File: src/rtl/pci_arb_pkg.sv
// Shared types and constants for the PCI-style round-robin bus arbiter.
package pci_arb_pkg;

  typedef enum logic [1:0] {
    IDLE  = 2'd0,
    GRANT = 2'd1,
    BUSY  = 2'd2,
    TURN  = 2'd3
  } arb_state_t;

  localparam int DEF_NUM_MASTERS  = 4;
  localparam int DEF_GNT_TIMEOUT  = 16;
  localparam int DEF_BUSY_TIMEOUT = 256;

  // Ceiling log2, usable in constant expressions.
  function automatic int clog2(input int value);
    int r;
    r = 0;
    while ((1 << r) < value) r++;
    return r;
  endfunction

  // Timeout counter width: wide enough for the larger timeout, never zero.
  function automatic int cnt_width(input int gnt_to, input int busy_to);
    int w;
    w = clog2((gnt_to > busy_to) ? gnt_to : busy_to);
    return (w < 1) ? 1 : w;
  endfunction

endpackage

File: src/rtl/pci_arb_rr_pick.sv
// Round-robin winner selection: rotate requests so the slot after ptr is bit 0,
// pick the lowest set bit, then map the offset back to a master index.
module pci_arb_rr_pick #(
  parameter int N     = 4,
  parameter int IDX_W = 2
) (
  input  logic [N-1:0]     req,
  input  logic [IDX_W-1:0] ptr,
  output logic             any,
  output logic [IDX_W-1:0] win
);

  logic [IDX_W:0] start;
  logic [IDX_W:0] off;
  logic [IDX_W:0] sum;
  logic [N-1:0]   rot;

  // NOTE: every variable driven here gets a value before any branch, so no latch is inferred.
  always_comb begin
    any   = |req;
    start = (ptr == IDX_W'(N - 1)) ? '0 : ({1'b0, ptr} + 1'b1);
    rot   = N'({req, req} >> start);
    off   = '0;
    for (int i = N - 1; i >= 0; i--) begin
      if (rot[i]) off = (IDX_W + 1)'(i);
    end
    sum = start + off;
    if (sum >= (IDX_W + 1)'(N)) sum = sum - (IDX_W + 1)'(N);
    win = sum[IDX_W-1:0];
  end

endmodule

File: src/rtl/pci_bus_arbiter.sv
// Round-robin arbiter with unused-grant revoke and hung-transaction abort.
// Define ARB_PARK_EN to park the grant on the last owner while the bus is idle.
module pci_bus_arbiter
  import pci_arb_pkg::*;
#(
  parameter  int NUM_MASTERS  = DEF_NUM_MASTERS,
  parameter  int GNT_TIMEOUT  = DEF_GNT_TIMEOUT,
  parameter  int BUSY_TIMEOUT = DEF_BUSY_TIMEOUT,
  localparam int IDX_W        = clog2(NUM_MASTERS)
) (
  input  logic                   CLK,
  input  logic                   RST,
  input  logic [NUM_MASTERS-1:0] REQ_B,
  output logic [NUM_MASTERS-1:0] GNT_B,
  input  logic                   FRAME_B,
  input  logic                   IRDY_B,
  input  logic                   TRDY_B,
  output logic [IDX_W-1:0]       OWNER,
  output logic                   BUS_BUSY,
  output logic                   TIMEOUT,
  output logic                   ABORT
);

  localparam int CNT_W = cnt_width(GNT_TIMEOUT, BUSY_TIMEOUT);

  arb_state_t             state_q, state_d;
  logic [CNT_W-1:0]       cnt_q, cnt_d;
  logic [IDX_W-1:0]       rr_ptr_q, rr_ptr_d;
  logic [NUM_MASTERS-1:0] gnt_b_q, gnt_b_d;
  logic [IDX_W-1:0]       owner_q, owner_d;
  logic                   bus_busy_q, bus_busy_d;
  logic                   timeout_q, timeout_d;
  logic                   abort_q, abort_d;

  logic [NUM_MASTERS-1:0] req;
  logic                   req_any;
  logic [IDX_W-1:0]       win;
  logic                   frame_seen;
  logic                   xfer_done;

  // Floating or unknown bus lines must read as deasserted.
  assign frame_seen = (FRAME_B === 1'b0);
  assign xfer_done  = (IRDY_B === 1'b0) && (TRDY_B === 1'b0);
  assign req        = ~REQ_B;

  pci_arb_rr_pick #(
    .N     (NUM_MASTERS),
    .IDX_W (IDX_W)
  ) u_pick (
    .req (req),
    .ptr (rr_ptr_q),
    .any (req_any),
    .win (win)
  );

`ifdef ARB_PARK_EN
  logic parked;
  assign parked = ~&gnt_b_q;
`endif

  always_comb begin
    state_d    = state_q;
    cnt_d      = cnt_q;
    rr_ptr_d   = rr_ptr_q;
    gnt_b_d    = gnt_b_q;
    owner_d    = owner_q;
    bus_busy_d = bus_busy_q;
    timeout_d  = 1'b0;
    abort_d    = 1'b0;
    unique case (state_q)
      IDLE: begin
`ifdef ARB_PARK_EN
        if (parked && frame_seen) begin
          gnt_b_d    = '1;
          owner_d    = rr_ptr_q;
          bus_busy_d = 1'b1;
          cnt_d      = '0;
          state_d    = BUSY;
        end else if (parked && req[rr_ptr_q]) begin
          owner_d = rr_ptr_q;
          cnt_d   = '0;
          state_d = GRANT;
        end else if (parked && req_any) begin
          // Another master wants the bus: drop the park and arbitrate after turnaround.
          gnt_b_d = '1;
          state_d = TURN;
        end else if (req_any) begin
          gnt_b_d  = ~(NUM_MASTERS'(1) << win);
          owner_d  = win;
          rr_ptr_d = win;
          cnt_d    = '0;
          state_d  = GRANT;
        end else begin
          gnt_b_d = ~(NUM_MASTERS'(1) << rr_ptr_q);
        end
`else
        if (req_any) begin
          gnt_b_d  = ~(NUM_MASTERS'(1) << win);
          owner_d  = win;
          rr_ptr_d = win;
          cnt_d    = '0;
          state_d  = GRANT;
        end
`endif
      end
      GRANT: begin
        if (frame_seen) begin
          gnt_b_d    = '1;
          bus_busy_d = 1'b1;
          cnt_d      = '0;
          state_d    = BUSY;
        end else if (cnt_q == CNT_W'(GNT_TIMEOUT - 1)) begin
          gnt_b_d   = '1;
          timeout_d = 1'b1;
          cnt_d     = '0;
          state_d   = TURN;
        end else begin
          cnt_d = cnt_q + 1'b1;
        end
      end
      BUSY: begin
        if (xfer_done) begin
          bus_busy_d = 1'b0;
          cnt_d      = '0;
          state_d    = TURN;
        end else if (cnt_q == CNT_W'(BUSY_TIMEOUT - 1)) begin
          bus_busy_d = 1'b0;
          abort_d    = 1'b1;
          cnt_d      = '0;
          state_d    = TURN;
        end else begin
          cnt_d = cnt_q + 1'b1;
        end
      end
      TURN: begin
        gnt_b_d = '1;
        state_d = IDLE;
      end
      default: state_d = IDLE;
    endcase
  end

  // NOTE: state flops use non-blocking assignments and the async reset clears every one of them.
  always_ff @(posedge CLK or posedge RST) begin
    if (RST) begin
      state_q    <= IDLE;
      cnt_q      <= '0;
      rr_ptr_q   <= IDX_W'(NUM_MASTERS - 1);
      gnt_b_q    <= '1;
      owner_q    <= '0;
      bus_busy_q <= 1'b0;
      timeout_q  <= 1'b0;
      abort_q    <= 1'b0;
    end else begin
      state_q    <= state_d;
      cnt_q      <= cnt_d;
      rr_ptr_q   <= rr_ptr_d;
      gnt_b_q    <= gnt_b_d;
      owner_q    <= owner_d;
      bus_busy_q <= bus_busy_d;
      timeout_q  <= timeout_d;
      abort_q    <= abort_d;
    end
  end

  assign GNT_B    = gnt_b_q;
  assign OWNER    = owner_q;
  assign BUS_BUSY = bus_busy_q;
  assign TIMEOUT  = timeout_q;
  assign ABORT    = abort_q;

endmodule

File: config.mk
export PLATFORM = sky130hd
export DESIGN_NAME = pci_bus_arbiter
export DESIGN_NICKNAME = d
export VERILOG_FILES = /design/src/rtl/pci_arb_pkg.sv /design/src/rtl/pci_arb_rr_pick.sv /design/src/rtl/pci_bus_arbiter.sv
export SDC_FILE = /design/constraint.sdc
export NUM_CORES = 1
export LEC_CHECK = 0
export ABC_AREA = 1
export BUFFER_PORTS_ARGS = -buffer_cell sky130_fd_sc_hd__buf_2
export CAP_MARGIN = 15
export CORE_MARGIN = 5
export CORE_UTILIZATION = 57
export CTS_CLUSTER_SIZE = 30
export DETAILED_ROUTE_END_ITERATION = 8
export GPL_ROUTABILITY_DRIVEN = 0
export GPL_TIMING_DRIVEN = 0
export PLACE_DENSITY = 0.79
export RECOVER_POWER = 100
export SETUP_SLACK_MARGIN = 0.02
export SLEW_MARGIN = 20
export SYNTH_ARGS = -nofsm -noshare
export SYNTH_HDL_FRONTEND = slang
export SYNTH_SLANG_ARGS = --single-unit
File: constraint.sdc
create_clock -name CLK -period 2.82 [get_ports CLK]
set_input_delay 0.423 -clock CLK [delete_from_list [all_inputs] [get_ports CLK]]
set_output_delay 0.423 -clock CLK [all_outputs]
set_load 0.01 [all_outputs]
# Yosys cells after proc, flatten, opt, wreduce, memory -nomap -nowiden
# Cells that the tools add are included.
dict set report totals {
  out_inout_bits 9
  input_bits 9
  reg_bits 21
  elab_cells 73
}
dict set report classes {
  muxes 32
  n_bitwise 2
  order_cmp 1
  n_addsub 4
  n_reduce_logical 11
  shifts 2
  n_eq_ne 13
}
# cell count
set op_table {}
lappend op_table {{2-to-1 mux 8 bit} 5}
lappend op_table {{one-hot mux 8 bit (3 select lines)} 1}
lappend op_table {{2-to-1 mux 2 bit} 10}
lappend op_table {{2-to-1 mux 4 bit} 3}
lappend op_table {{one-hot mux 4 bit (3 select lines)} 1}
lappend op_table {{2-to-1 mux 1 bit} 9}
lappend op_table {{AND reduction 3 bit} 3}
lappend op_table {{adder 8 x 1 -> 8 bit (second input constant)} 1}
lappend op_table {{equality test 8 x 4 -> 1 bit (second input constant)} 1}
lappend op_table {{equality test 8 bit (second input constant)} 1}
lappend op_table {{NOT 4 bit} 2}
lappend op_table {{one-hot mux 2 bit (4 select lines)} 1}
lappend op_table {{>> shifter 8 x 3 -> 4 bit} 1}
lappend op_table {{equality test 2 bit (second input constant)} 3}
lappend op_table {{inequality test 3 bit (second input constant)} 2}
lappend op_table {{nonzero test 3 bit} 2}
lappend op_table {{inequality test 2 bit (second input constant)} 2}
lappend op_table {{AND reduction 2 bit} 2}
lappend op_table {{OR reduction 4 bit} 1}
lappend op_table {{left shift 1 x 2 -> 4 bit (first input constant)} 1}
lappend op_table {{adder 2 x 1 -> 3 bit (second input constant)} 1}
lappend op_table {{adder 3 x 2 -> 3 bit} 1}
lappend op_table {{=== test 1 bit (second input constant)} 3}
lappend op_table {{>= comparator 3 bit (second input constant)} 1}
lappend op_table {{7 further kinds} 7}

# Longest topological paths before layout
# Gate-level depths: netlist of run 1.
dict set report logic_depth {
  ltp_word 14
  depth_mapped 17
  ltp_nobuf 17
}

# By module
# From an unflattened synthesis of run 1, not the netlist that was laid out.
dict set report hier_totals {
  hier_cells 200
  area_unflattened_um2 1403.8
}
# module seq_area_each_um2 cells_per_inst area_per_inst_um2 n_inst
set modules_own_cells {}
lappend modules_own_cells {pci_bus_arbiter 533.0 144 1153.6 1}
lappend modules_own_cells {pci_arb_rr_pick 0.0 56 250.2 1}

# Least setup slack after synthesis of run 1
# Ideal clock, no wire load.
dict set report synth_timing {
  path_type {reg-to-reg}
  start {reg rr_ptr_q[0]}
  end {reg owner_q[1] (netlist: OWNER[1])}
  setup_time_ns 0.065
  path_buffers 0
  t_arrival_ns 2.095
  t_required_ns 2.755
  path_stages_with_launch 17
  path_slack_ns 0.660
  synth_period_minus_slack_ns 2.160
  path_cell_list {dfstp_2 > ha_1 > inv_1 > nand2_4 > nand2_1 > nand3_1 > nand2_2 > inv_1 > nand2_1 > nand2_1 > inv_1 > ha_1 > xor2_1 > nand3b_2 > nand2_1 > nand2_1 > nand2_1}
}
dict set report synth_via {
  elab_chain_cells 10
  elab_cells_between_ends 12
  cone_classes {add/sub (3); order compare (1); eq/ne (1); shift (1); mux (6)}
}
# element line_no
set synth_lines {}
lappend synth_lines {{start, declared} pci_bus_arbiter.sv:28} ;# logic [IDX_W-1:0] rr_ptr_q, rr_ptr_d;
lappend synth_lines {{start signal, assigned} pci_bus_arbiter.sv:148} ;# rr_ptr_q <= IDX_W'(NUM_MASTERS - 1);
lappend synth_lines {{start signal, assigned} pci_bus_arbiter.sv:157} ;# rr_ptr_q <= rr_ptr_d;
lappend synth_lines {{adder 2 x 1 -> 3 bit / equality test 2 bit (equally long branches)} pci_arb_rr_pick.sv:21} ;# start = (ptr == IDX_W'(N - 1)) ? '0 : ({1'b0, ptr} + 1'b1);
lappend synth_lines {{2-to-1 mux 3 bit *} pci_arb_rr_pick.sv:21}
lappend synth_lines {{>> shifter 8 x 3 -> 4 bit} pci_arb_rr_pick.sv:22} ;# rot = N'({req, req} >> start);
lappend synth_lines {{2-to-1 mux 2 bit (4 in series)} pci_arb_rr_pick.sv:25} ;# if (rot[i]) off = (IDX_W + 1)'(i);
lappend synth_lines {{adder 3 x 2 -> 3 bit *} pci_arb_rr_pick.sv:27} ;# sum = start + off;
lappend synth_lines {{>= comparator 3 bit / subtractor 2 x 1 -> 2 bit (equally long branches)} pci_arb_rr_pick.sv:28} ;# if (sum >= (IDX_W + 1)'(N)) sum = sum - (IDX_W + 1)'(N);
lappend synth_lines {{2-to-1 mux 2 bit *} pci_arb_rr_pick.sv:28}
lappend synth_lines {{end signal, assigned} pci_bus_arbiter.sv:159} ;# owner_q <= owner_d;
lappend synth_lines {{end, declared} pci_bus_arbiter.sv:30} ;# logic [IDX_W-1:0] owner_q, owner_d;
# Mark *: on every way between the ends. The rest lies on a longest branch, timed or not.
# A chain may end at the register's enable or synchronous reset.

# Worst setup path in the final report of run 1
dict set report layout_timing {
  start {reg rr_ptr_q[0]}
  end {reg gnt_b_q[2] (netlist: GNT_B[2])}
}
dict set report layout_via {
  elab_chain_cells 14
  elab_cells_between_ends 16
  cone_classes {add/sub (3); order compare (1); eq/ne (1); shift (2); mux (8); bitwise (1)}
}
# element line_no
set layout_lines {}
lappend layout_lines {{adder 2 x 1 -> 3 bit / equality test 2 bit (equally long branches)} pci_arb_rr_pick.sv:21}
lappend layout_lines {{2-to-1 mux 3 bit *} pci_arb_rr_pick.sv:21}
lappend layout_lines {{>> shifter 8 x 3 -> 4 bit} pci_arb_rr_pick.sv:22}
lappend layout_lines {{2-to-1 mux 2 bit (4 in series)} pci_arb_rr_pick.sv:25}
lappend layout_lines {{adder 3 x 2 -> 3 bit *} pci_arb_rr_pick.sv:27}
lappend layout_lines {{>= comparator 3 bit / subtractor 2 x 1 -> 2 bit (equally long branches)} pci_arb_rr_pick.sv:28}
lappend layout_lines {{2-to-1 mux 2 bit *} pci_arb_rr_pick.sv:28}
lappend layout_lines {{left shift 1 x 2 -> 4 bit *} pci_bus_arbiter.sv:98} ;# gnt_b_d = ~(NUM_MASTERS'(1) << win);
lappend layout_lines {{NOT 4 bit *} pci_bus_arbiter.sv:98}
lappend layout_lines {{2-to-1 mux 4 bit *} pci_bus_arbiter.sv:97} ;# if (req_any) begin
lappend layout_lines {{one-hot mux 4 bit (3 select lines) *} pci_bus_arbiter.sv:70} ;# unique case (state_q)
lappend layout_lines {{end signal, assigned} pci_bus_arbiter.sv:158} ;# gnt_b_q <= gnt_b_d;
lappend layout_lines {{end, declared} pci_bus_arbiter.sv:29} ;# logic [NUM_MASTERS-1:0] gnt_b_q, gnt_b_d;
# Mark *: on every way between the ends. The rest lies on a longest branch, timed or not. The select of a mux whose other input is x is not followed.

==> flow_summary.toml, run 1 <==
[status]
outcome = "finished clean"

[synthesis]
ys_ff_latch = 21
netlist_top_cells_count = "46 x nand2_1, 29 x inv_1, 15 x dfrtp_1"
synth_async_sr_flop_share_pct = 100.0
synthSimpleGateAreaFrac_pct = 34.63
synth_seq_area_share_pct = 37.73
synth-edff-count = 0
post_synth_main_area_contributors = "dfrtp_1 27%, nand2_1 12%, dfstp_2 11%"
syn-instance-count = 181
synth_area_um2 = 1413
yosysWarnings = 0
syn_nets = 199
yosysTopAreaCell = "dfrtp_1"
synth_compound_gate_area_share_pct = 7.795
synth_cell_types = 34
synthMuxAreaShare_pct = 0.7086
avgSynthCellArea_um2 = 7.804
synth-xor-area-share_pct = 1.860
synth_top_family_by_area = "simple AND/OR/NAND/NOR gates"
ys.flop_type = "dfrtp_1"
synth_fa_ha_area_share_pct = 7.972
synth.top_cell.area_share_pct = 26.57
synth.most_common_cell = "nand2_1"

[routing]
drc = 0
wl_mm = 2.777
wl_per_cell_um = 11.97
ant_nets = 0
drtIter0Drc = 54
vias = 1197
vias_per_cell = 5.159
dr.pass1.iters = 4

[floorplanning]
start_util_pct = 58.08
dieWidth_um = 59.78
dieArea_um2 = 3574
core-area_um2 = 2432
rows = 18
pin_count = 18
die_h_um = 59.78

[clocking]
htreeDepth = 1
cts_sinks = 21
postCtsHoldBufs = 0
clk_pin_slew_ps = 130
cts_inserted_buffers = 3
insertion_delay_ps = 300
cts_resized = 0
post_cts_buffers = 0
cts-root-buf = "clkbuf_4"
cts_tree = "yes"
clk_path_buf_depth = 2

[cells_and_area]
syn_to_final_growth_pct = 8.415
diodes = 0
num-fill-cells = 224
final_area_um2 = 1531
fin_nets = 221
drive_gt1_share_pct = 18.32
instances_no_fill = 232

[sta]
max_freq_mhz = 404.9
final_hold_viol_count = 0
relSlewSlack_pct = 48.93
slew_violations = 0
rsz0062_at_grt = "false"
finClkSkew_ps = 4.237
tightest_slew_ps = 765.2
post-route-period-util_pct = 87.59
setup_viol = 0
tns_ps = 0
fin_ws_ps = 350.0
min_period_ps = 2470

[power_and_ir_drop]
peakVddDrop_uv = 855.5
power.leakage_nw = 0.8031
p_per_area_nw_per_um2 = 1264
fin_total_pwr_mw = 1.936

[critical_path]
r2r_cells = 17
rr_endpoint = "GNT_B[2]"
cp-start-kind = "flip-flop"
end_kind = "flip-flop"
required_ps = 3070
crit_arrival_ps = 2720
crit_path_max_fanout = 5
r2r_slack_ps = 350
crit_type = "reg2reg"
timing.rr.start = "rr_ptr_q[0]"

[job]
drv_cap = 0

[worst_hold_path]
min_path_type = "in2async"

[global_route]
grt_pass1_wl_mm = 4.871
grt_usage_pct = 17.98
grt_remaining_overflow = 0
grt_max_degree = 22
grt_pass1_vias = 1160
antenna_found_initial = 0

[placement]
dp_slack_ps = 461.4
dpl_cell_area_um2 = 1535
dp_hpwl_mm = 2.259
place.port_buffers = 17
dp_cells = 228
==> cells by family after synthesis <==
family / after synthesis
AND/OR/NAND/NOR: 98
buffers and inverters: 34
flip-flops: 21
AO/OA/AOI/OAI: 15
adder cells (fa/ha/maj): 9
XOR/XNOR: 3
multiplexers: 1
==> placed cells by master (no fill, tap or decap), types with 2 or more instances in the layout <==
| cell | n |
|---|---|
| nand2_1 | 48 |
| inv_1 | 29 |
| dfrtp_1 | 15 |
| nor2_1 | 15 |
| nand3_1 | 12 |
| buf_2 | 10 |
| ha_1 | 9 |
| clkbuf_1 | 8 |
| o21ai_0 | 6 |
| a21oi_1 | 5 |
| dfstp_2 | 4 |
| nand4_1 | 4 |
| inv_2 | 3 |
| nand2_2 | 3 |
| xor2_1 | 3 |
| nor3_1 | 3 |
| clkbuf_4 | 3 |
| dfstp_1 | 2 |
| nor2_2 | 2 |
| nor2_4 | 2 |
==> through the flow <==
stage | util, % | hold slack [ps]
after floorplan | - | 395.1
after global placement | 63.12 | 463.6
after detailed placement | 63.12 | 474.7
after CTS | 64.25 | 261.6
after global routing | 62.96 | 306.0
final | 62.96 | 229.9
==> sequential cells by signal (all words and copies together) (netlist names) <==
name and count:
rr_ptr_q 2, state_q 2, ABORT 1, OWNER 2
GNT_B 4, BUS_BUSY 1, cnt_q 8, TIMEOUT 1
==> area by class of cell <==
class | instances | area [µm²] | area share [%]
multi-input combinational | 126 | 726.9 | 47.47
sequential | 21 | 533.0 | 34.80
inverter | 33 | 126.4 | 8.252
timing repair buffer | 17 | 75.07 | 4.902
tap | 30 | 37.54 | 2.451
clock buffer | 3 | 22.52 | 1.471
clock inverter | 1 | 5.005 | 0.3268
buffer | 1 | 5.005 | 0.3268
==> worst max-delay path by stage <==
stage                           start  endpoint  slack, ps
after floorplan           rr_ptr_q[0]  OWNER[1]        660
after global placement    rr_ptr_q[0]  OWNER[1]        550
after detailed placement  rr_ptr_q[0]  GNT_B[2]        460
after CTS                 rr_ptr_q[0]  GNT_B[2]        440
after global routing      rr_ptr_q[0]  OWNER[1]        180
final                     rr_ptr_q[0]  GNT_B[2]        350
==> power by group <==
group          internal (mW)  leakage [nW]  total (mW)  switching (mW)
clock network         0.0529        0.0177       0.149          0.0959
logic                  0.469         0.524        1.31           0.841
registers              0.410         0.262       0.478          0.0672
==> worst max-delay path, cell delays in order, from the launching register on <==
cell	delay [ps]
dfstp_1	630
ha_1	250
inv_1	90
nand2_4	80
nand2_1	90
nand3_1	100
nand2_1	70
nand2_1	60
nand2_1	60
nand2_1	80
inv_1	40
ha_1	180
xor2_1	150
nand3b_2	230
nand3_1	120
nand2_1	70
inv_1	70
nand2_1	50
==> layer usage <==
metal	up-vias	global-route usage, %	share of wire [%]	wire length [µm]
li1	618	-	-	-
met1	548	22.97	45	1256
met2	25	30.09	50	1379
met3	6	2.592	3.3	92
met4	0	7.595	1.7	48
met5	-	0	0	0
(Power assumes the default switching activity.)
==> run 2, diff against run 1 <==
ABC_AREA = unset   (was 1)
CORE_UTILIZATION = 56   (was 57)
PLACE_DENSITY = 0.78   (was 0.79)
==> flow_summary.toml, run 2 <==
[synthesis]
synth_fa_ha_area_share_pct = 9.706
avgSynthCellArea_um2 = 9.384
yosysTopAreaCell = "dfrtp_1"
synthMuxAreaShare_pct = 3.725
synth.most_common_cell = "dfrtp_1"
synthSimpleGateAreaFrac_pct = 20.88
synth.top_cell.area_share_pct = 29.41
netlist_top_cells_count = "15 x dfrtp_1, 14 x nand2_1, 10 x a21oi_1, 10 x o21ai_0"
post_synth_main_area_contributors = "dfrtp_1 29%, dfstp_2 12%, ha_1 8.8%"
synth_compound_gate_area_share_pct = 19.80
yosysWarnings = 0
synth_top_family_by_area = "simple AND/OR/NAND/NOR gates"
synth_async_sr_flop_share_pct = 100.0
syn-instance-count = 136
synth_seq_area_share_pct = 41.76
ys_ff_latch = 21
synth_cell_types = 39
synth-edff-count = 0
synth_area_um2 = 1276
syn_nets = 154
ys.flop_type = "dfrtp_1"
synth-xor-area-share_pct = 1.275

[sta]
min_period_ps = 2416
final_hold_viol_count = 0
relSlewSlack_pct = 48.32
tightest_slew_ps = 774.3
setup_viol = 0
rsz0062_at_grt = "false"
fin_ws_ps = 404.2
post-route-period-util_pct = 85.66
slew_violations = 0
max_freq_mhz = 414.0
finClkSkew_ps = 14.62
tns_ps = 0

[critical_path]
crit_arrival_ps = 2650
timing.rr.start = "rr_ptr_q[0]"
end_kind = "flip-flop"
crit_buf_inv = 0
max_stage_delay_ps = 630
crit_type = "reg2reg"
rr_endpoint = "OWNER[1]"
required_ps = 3060
r2r_slack_ps = 400
slowest_stage = "dfstp_1"
path_common_cell = "ha_1"
cp-start-kind = "flip-flop"
crit_end = "OWNER[1]"
crit_path_max_fanout = 6
critPathTopFamily = "flip-flops"
r2r_cells = 7
crit_start = "rr_ptr_q[0]"
worstPathCellList = "ha_1, nor2b_1, a221oi_1, a31oi_1, ha_1, xor2_1, mux2_2"
cp_num_cells = 7

[clocking]
htreeDepth = 1
clk_path_buf_depth = 2
cts_tree = "yes"
cts_inserted_buffers = 3
clk_pin_slew_ps = 120
cts_sinks = 21
post_cts_buffers = 0
postCtsHoldBufs = 0
cts-root-buf = "clkbuf_4"
insertion_delay_ps = 300
cts_resized = 0

[routing]
dr.pass1.iters = 5
drc = 0
vias_per_cell = 5.804
ant_nets = 0
vias = 1068
wl_mm = 2.499
drtIter0Drc = 16
wl_per_cell_um = 13.58

[cells_and_area]
fin_nets = 175
drive_gt1_share_pct = 16.03
largest_register_ffs = 8
final_area_um2 = 1395
layout_common_cells = "15 x dfrtp_1, 14 x nand2_1, 11 x o21ai_0"
syn_to_final_growth_pct = 9.314
diodes = 0
fin_util_pct = 63.68
instances_no_fill = 184
top_register = "cnt_q"
final_common_cell = "dfrtp_1"

[global_route]
grt_remaining_overflow = 0
grt_pass1_wl_mm = 4.526
grt_pass1_vias = 1038
antenna_found_initial = 0
grt_usage_pct = 16.74
grt_max_degree = 22

[power_and_ir_drop]
power.leakage_nw = 0.6285
peakVddDrop_uv = 480.1
p_per_area_nw_per_um2 = 986.8

[placement]
dp_hpwl_mm = 1.920
dpl_cell_area_um2 = 1391
place.port_buffers = 16
dp_cells = 180
dp_slack_ps = 555.6

[floorplanning]
start_util_pct = 58.25
die_h_um = 57.74
pin_count = 18
dieArea_um2 = 3334
core-area_um2 = 2191
dieWidth_um = 57.74
rows = 17

[status]
outcome = "finished clean"

[worst_hold_path]
min_path_type = "in2async"

[job]
drv_cap = 0
-- run 2: cell count changes in the layout (fill, tap and decap cells not counted), moves of 4 or more --
cell	previous run	this run
nor3_1	3	7
inv_1	29	7
nor2_1	15	9
a21oi_1	5	10
o21ai_0	6	11
nand2_1	48	14
nand3_1	12	8
-- run 2: cell families after synthesis --
group / after synthesis
AO/OA/AOI/OAI: 40
XOR/XNOR: 1
adder cells (fa/ha/maj): 10
buffers and inverters: 9
flip-flops: 21
multiplexers: 4
AND/OR/NAND/NOR: 51
-- run 2: routing by layer --
metal,vias up,share of wire (%),track usage (%)
met5,-,0,0
met4,0,1.9,6.623
met3,6,4.1,3.118
met2,20,49,28.39
met1,508,44,20.96
li1,534,-,-
-- run 2: metrics by stage --
step | hold slack [ps] | power (mW)
2_1_floorplan | 395.1 | 1.094
3_3_place_gp | 455.7 | 1.251
3_5_place_dp | 468.3 | 1.286
4_1_cts | 252.6 | 1.433
5_1_grt | 298.6 | 1.514
6_report | 235.9 | 1.377
-- run 2: how the worst min path moves through the flow --
stage	startpoint	endpoint	slack [ps]	cells past startpoint
floorplan	RST	ABORT	400	1
global placement	OWNER[0]	OWNER[0]	460	1
detailed placement	OWNER[0]	OWNER[0]	470	1
CTS	RST	cnt_q[1]	250	2
global route	RST	cnt_q[1]	300	2
finish	RST	cnt_q[1]	240	2
-- run 2: report_power, final --
part	internal [mW]	total [mW]	leakage [nW]	switching [mW]
Combinational	0.311	0.769	0.349	0.458
Clock	0.0528	0.142	0.0177	0.0889
Sequential	0.402	0.466	0.262	0.0643
Total	0.765	1.38	0.628	0.612
-- run 2: final cells by class --
class                      count  area (µm²)
clock inverter                 1       5.005
fill                         200       795.8
multi-input combinational    106       694.4
clock buffer                   3       22.52
inverter                       7       26.28
tap                           28       35.03
sequential                    21       533.0
timing repair buffer          16       68.82
buffer                         2       10.01
==> run 3, diff against run 2 <==
CAP_MARGIN = 10   (was 15)
CORE_UTILIZATION = 55   (was 56)
PLACE_DENSITY = 0.77   (was 0.78)
SYNTH_HIERARCHICAL = 1   (was unset)
clock period = 2.72 ns   (was 2.82 ns; I/O delays follow)
==> flow_summary.toml, run 3 <==
[global_route]
grt_remaining_overflow = 0
grt_usage_pct = 16.78
grt_max_degree = 22
grt_pass1_wl_mm = 4.374
grt_pass1_vias = 1008
antenna_found_initial = 0

[floorplanning]
die_h_um = 57.70
core-area_um2 = 2191
start_util_pct = 57.11
rows = 17
dieArea_um2 = 3329
pin_count = 18
dieWidth_um = 57.70

[critical_path]
crit_end = "cnt_q[0]"
timing.rr.start = "state_q[0]"
slowest_stage = "or4_1"
rr_endpoint = "cnt_q[0]"
crit_buf_inv = 3
r2r_cells = 7
crit_arrival_ps = 2410
end_kind = "flip-flop"
required_ps = 2910
crit_start = "REQ_B[3]"
crit_path_max_fanout = 9
crit_type = "in2reg"
max_stage_delay_ps = 570
critPathTopFamily = "simple AND/OR/NAND/NOR gates"
cp_num_cells = 8
cp-start-kind = "input port"
r2r_slack_ps = 540
worstPathCellList = "buf_2, inv_1, or4_1, nor2b_1, or2_1, clkbuf_1, or2_0, o21ai_0"

[sta]
fin_ws_ps = 496.9
setup_viol = 0
min_period_ps = 2223
max_freq_mhz = 449.8
post-route-period-util_pct = 81.73
tightest_slew_ps = 782.0
tns_ps = 0
relSlewSlack_pct = 47.81
slew_violations = 0
final_hold_viol_count = 0
rsz0062_at_grt = "false"
finClkSkew_ps = 6.885

[power_and_ir_drop]
peakVddDrop_uv = 536.6
fin_total_pwr_mw = 1.294
p_per_area_nw_per_um2 = 936.2
power.leakage_nw = 0.6601

[cells_and_area]
top_register = "cnt_q"
syn_to_final_growth_pct = 10.50
multi_input_area_um2 = 674.4
drive_gt1_share_pct = 13.46
num-fill-cells = 191
layout_common_cells = "17 x nand2_1, 15 x dfrtp_1, 15 x o21ai_0"
fin_nets = 174
largest_register_ffs = 8
diodes = 0
final_common_cell = "nand2_1"
seq_area_um2 = 533.0

[synthesis]
post_synth_main_area_contributors = "dfrtp_1 30%, dfstp_2 13%, ha_1 8.0%"
synth_top_family_by_area = "compound AO/OA/AOI/OAI gates"
synth_async_sr_flop_share_pct = 100.0
yosysTopAreaCell = "dfrtp_1"
syn-instance-count = 135
synth.top_cell.area_share_pct = 30.00
synth-xor-area-share_pct = 0
yosysWarnings = 6
synth-edff-count = 0
synth.most_common_cell = "nand2_1"
synth_area_um2 = 1251
avgSynthCellArea_um2 = 9.268
synthSimpleGateAreaFrac_pct = 21.40
syn_nets = 152
synth_seq_area_share_pct = 42.60
synth_compound_gate_area_share_pct = 23.00
ys.flop_type = "dfrtp_1"
synthMuxAreaShare_pct = 1.700
synth_fa_ha_area_share_pct = 8.000
ys_ff_latch = 21
synth_cell_types = 40
netlist_top_cells_count = "17 x nand2_1, 15 x dfrtp_1, 13 x o21ai_0"

[job]
drv_cap = 0

[routing]
vias = 1036
dr.pass1.iters = 4
drc = 0
wl_per_cell_um = 13.46
drtIter0Drc = 22
vias_per_cell = 5.630
ant_nets = 0
wl_mm = 2.476

[clocking]
cts_sinks = 21
insertion_delay_ps = 300
cts_resized = 0
post_cts_buffers = 0
htreeDepth = 1
clk_path_buf_depth = 2
cts-root-buf = "clkbuf_4"
postCtsHoldBufs = 0
clk_pin_slew_ps = 120
cts_tree = "yes"
cts_inserted_buffers = 3

[status]
outcome = "finished clean"

[worst_hold_path]
min_path_type = "in2async"

[placement]
dp_slack_ps = 444.6
place.port_buffers = 17
dp_hpwl_mm = 1.838
[run 3: layout make-up]
class / count / share of cell area (%)
buffer: 2 / 0.5430
timing repair buffer: 17 / 5.520
inverter: 8 / 2.172
sequential: 21 / 38.55
clock buffer: 4 / 1.900
multi-input combinational: 104 / 48.78
tap: 28 / 2.534
[run 3: worst min path at each step]
stage / cells past startpoint / from / to / slack, ps
after floorplan: 1 / RST / ABORT / 380
after global placement: 1 / OWNER[1] / OWNER[1] / 460
after detailed placement: 1 / OWNER[1] / OWNER[1] / 460
after CTS: 2 / RST / OWNER[1] / 250
after global routing: 2 / RST / OWNER[1] / 300
final: 2 / RST / cnt_q[2] / 230
[run 3: metal layers]
| layer | vias to the layer above | routed length (µm) | global-route usage (%) | share of wire, % |
|---|---|---|---|---|
| li1 | 531 | - | - | - |
| met1 | 482 | 1174 | 22.47 | 47 |
| met2 | 21 | 1168 | 27.10 | 47 |
| met3 | 2 | 117 | 3.118 | 4.7 |
| met4 | 0 | 14 | 5.960 | 0.57 |
| met5 | - | 0 | 0 | 0 |
[run 3: per-stage QoR]
step                utilization (%)  instance area, µm²  hold slack [ps]  std cells
floorplan                         -                1251            380.1        135
global placement              62.59                1371            459.7        180
detailed placement            62.59                1371            460.2        180
CTS                           63.79                1398            251.6        184
global route                  63.11                1383            295.1        184
finish                        63.11                1383            228.9        184
[run 3: cells by family (layout without fill, tap and decap cells)]
logic type | Yosys count | count (layout)
and+or+nand+nor | 51 | 51
muxes | 2 | 2
buffers and inverters | 10 | 31
adders and majority gates | 8 | 8
DFF | 21 | 21
AOI/OAI and AO/OA | 43 | 43
[run 3: report_power, final]
| group | switching [mW] | total [mW] | internal (mW) |
|---|---|---|---|
| Clock | 0.0916 | 0.149 | 0.0571 |
| Combinational | 0.396 | 0.677 | 0.281 |
| Sequential | 0.0603 | 0.469 | 0.408 |
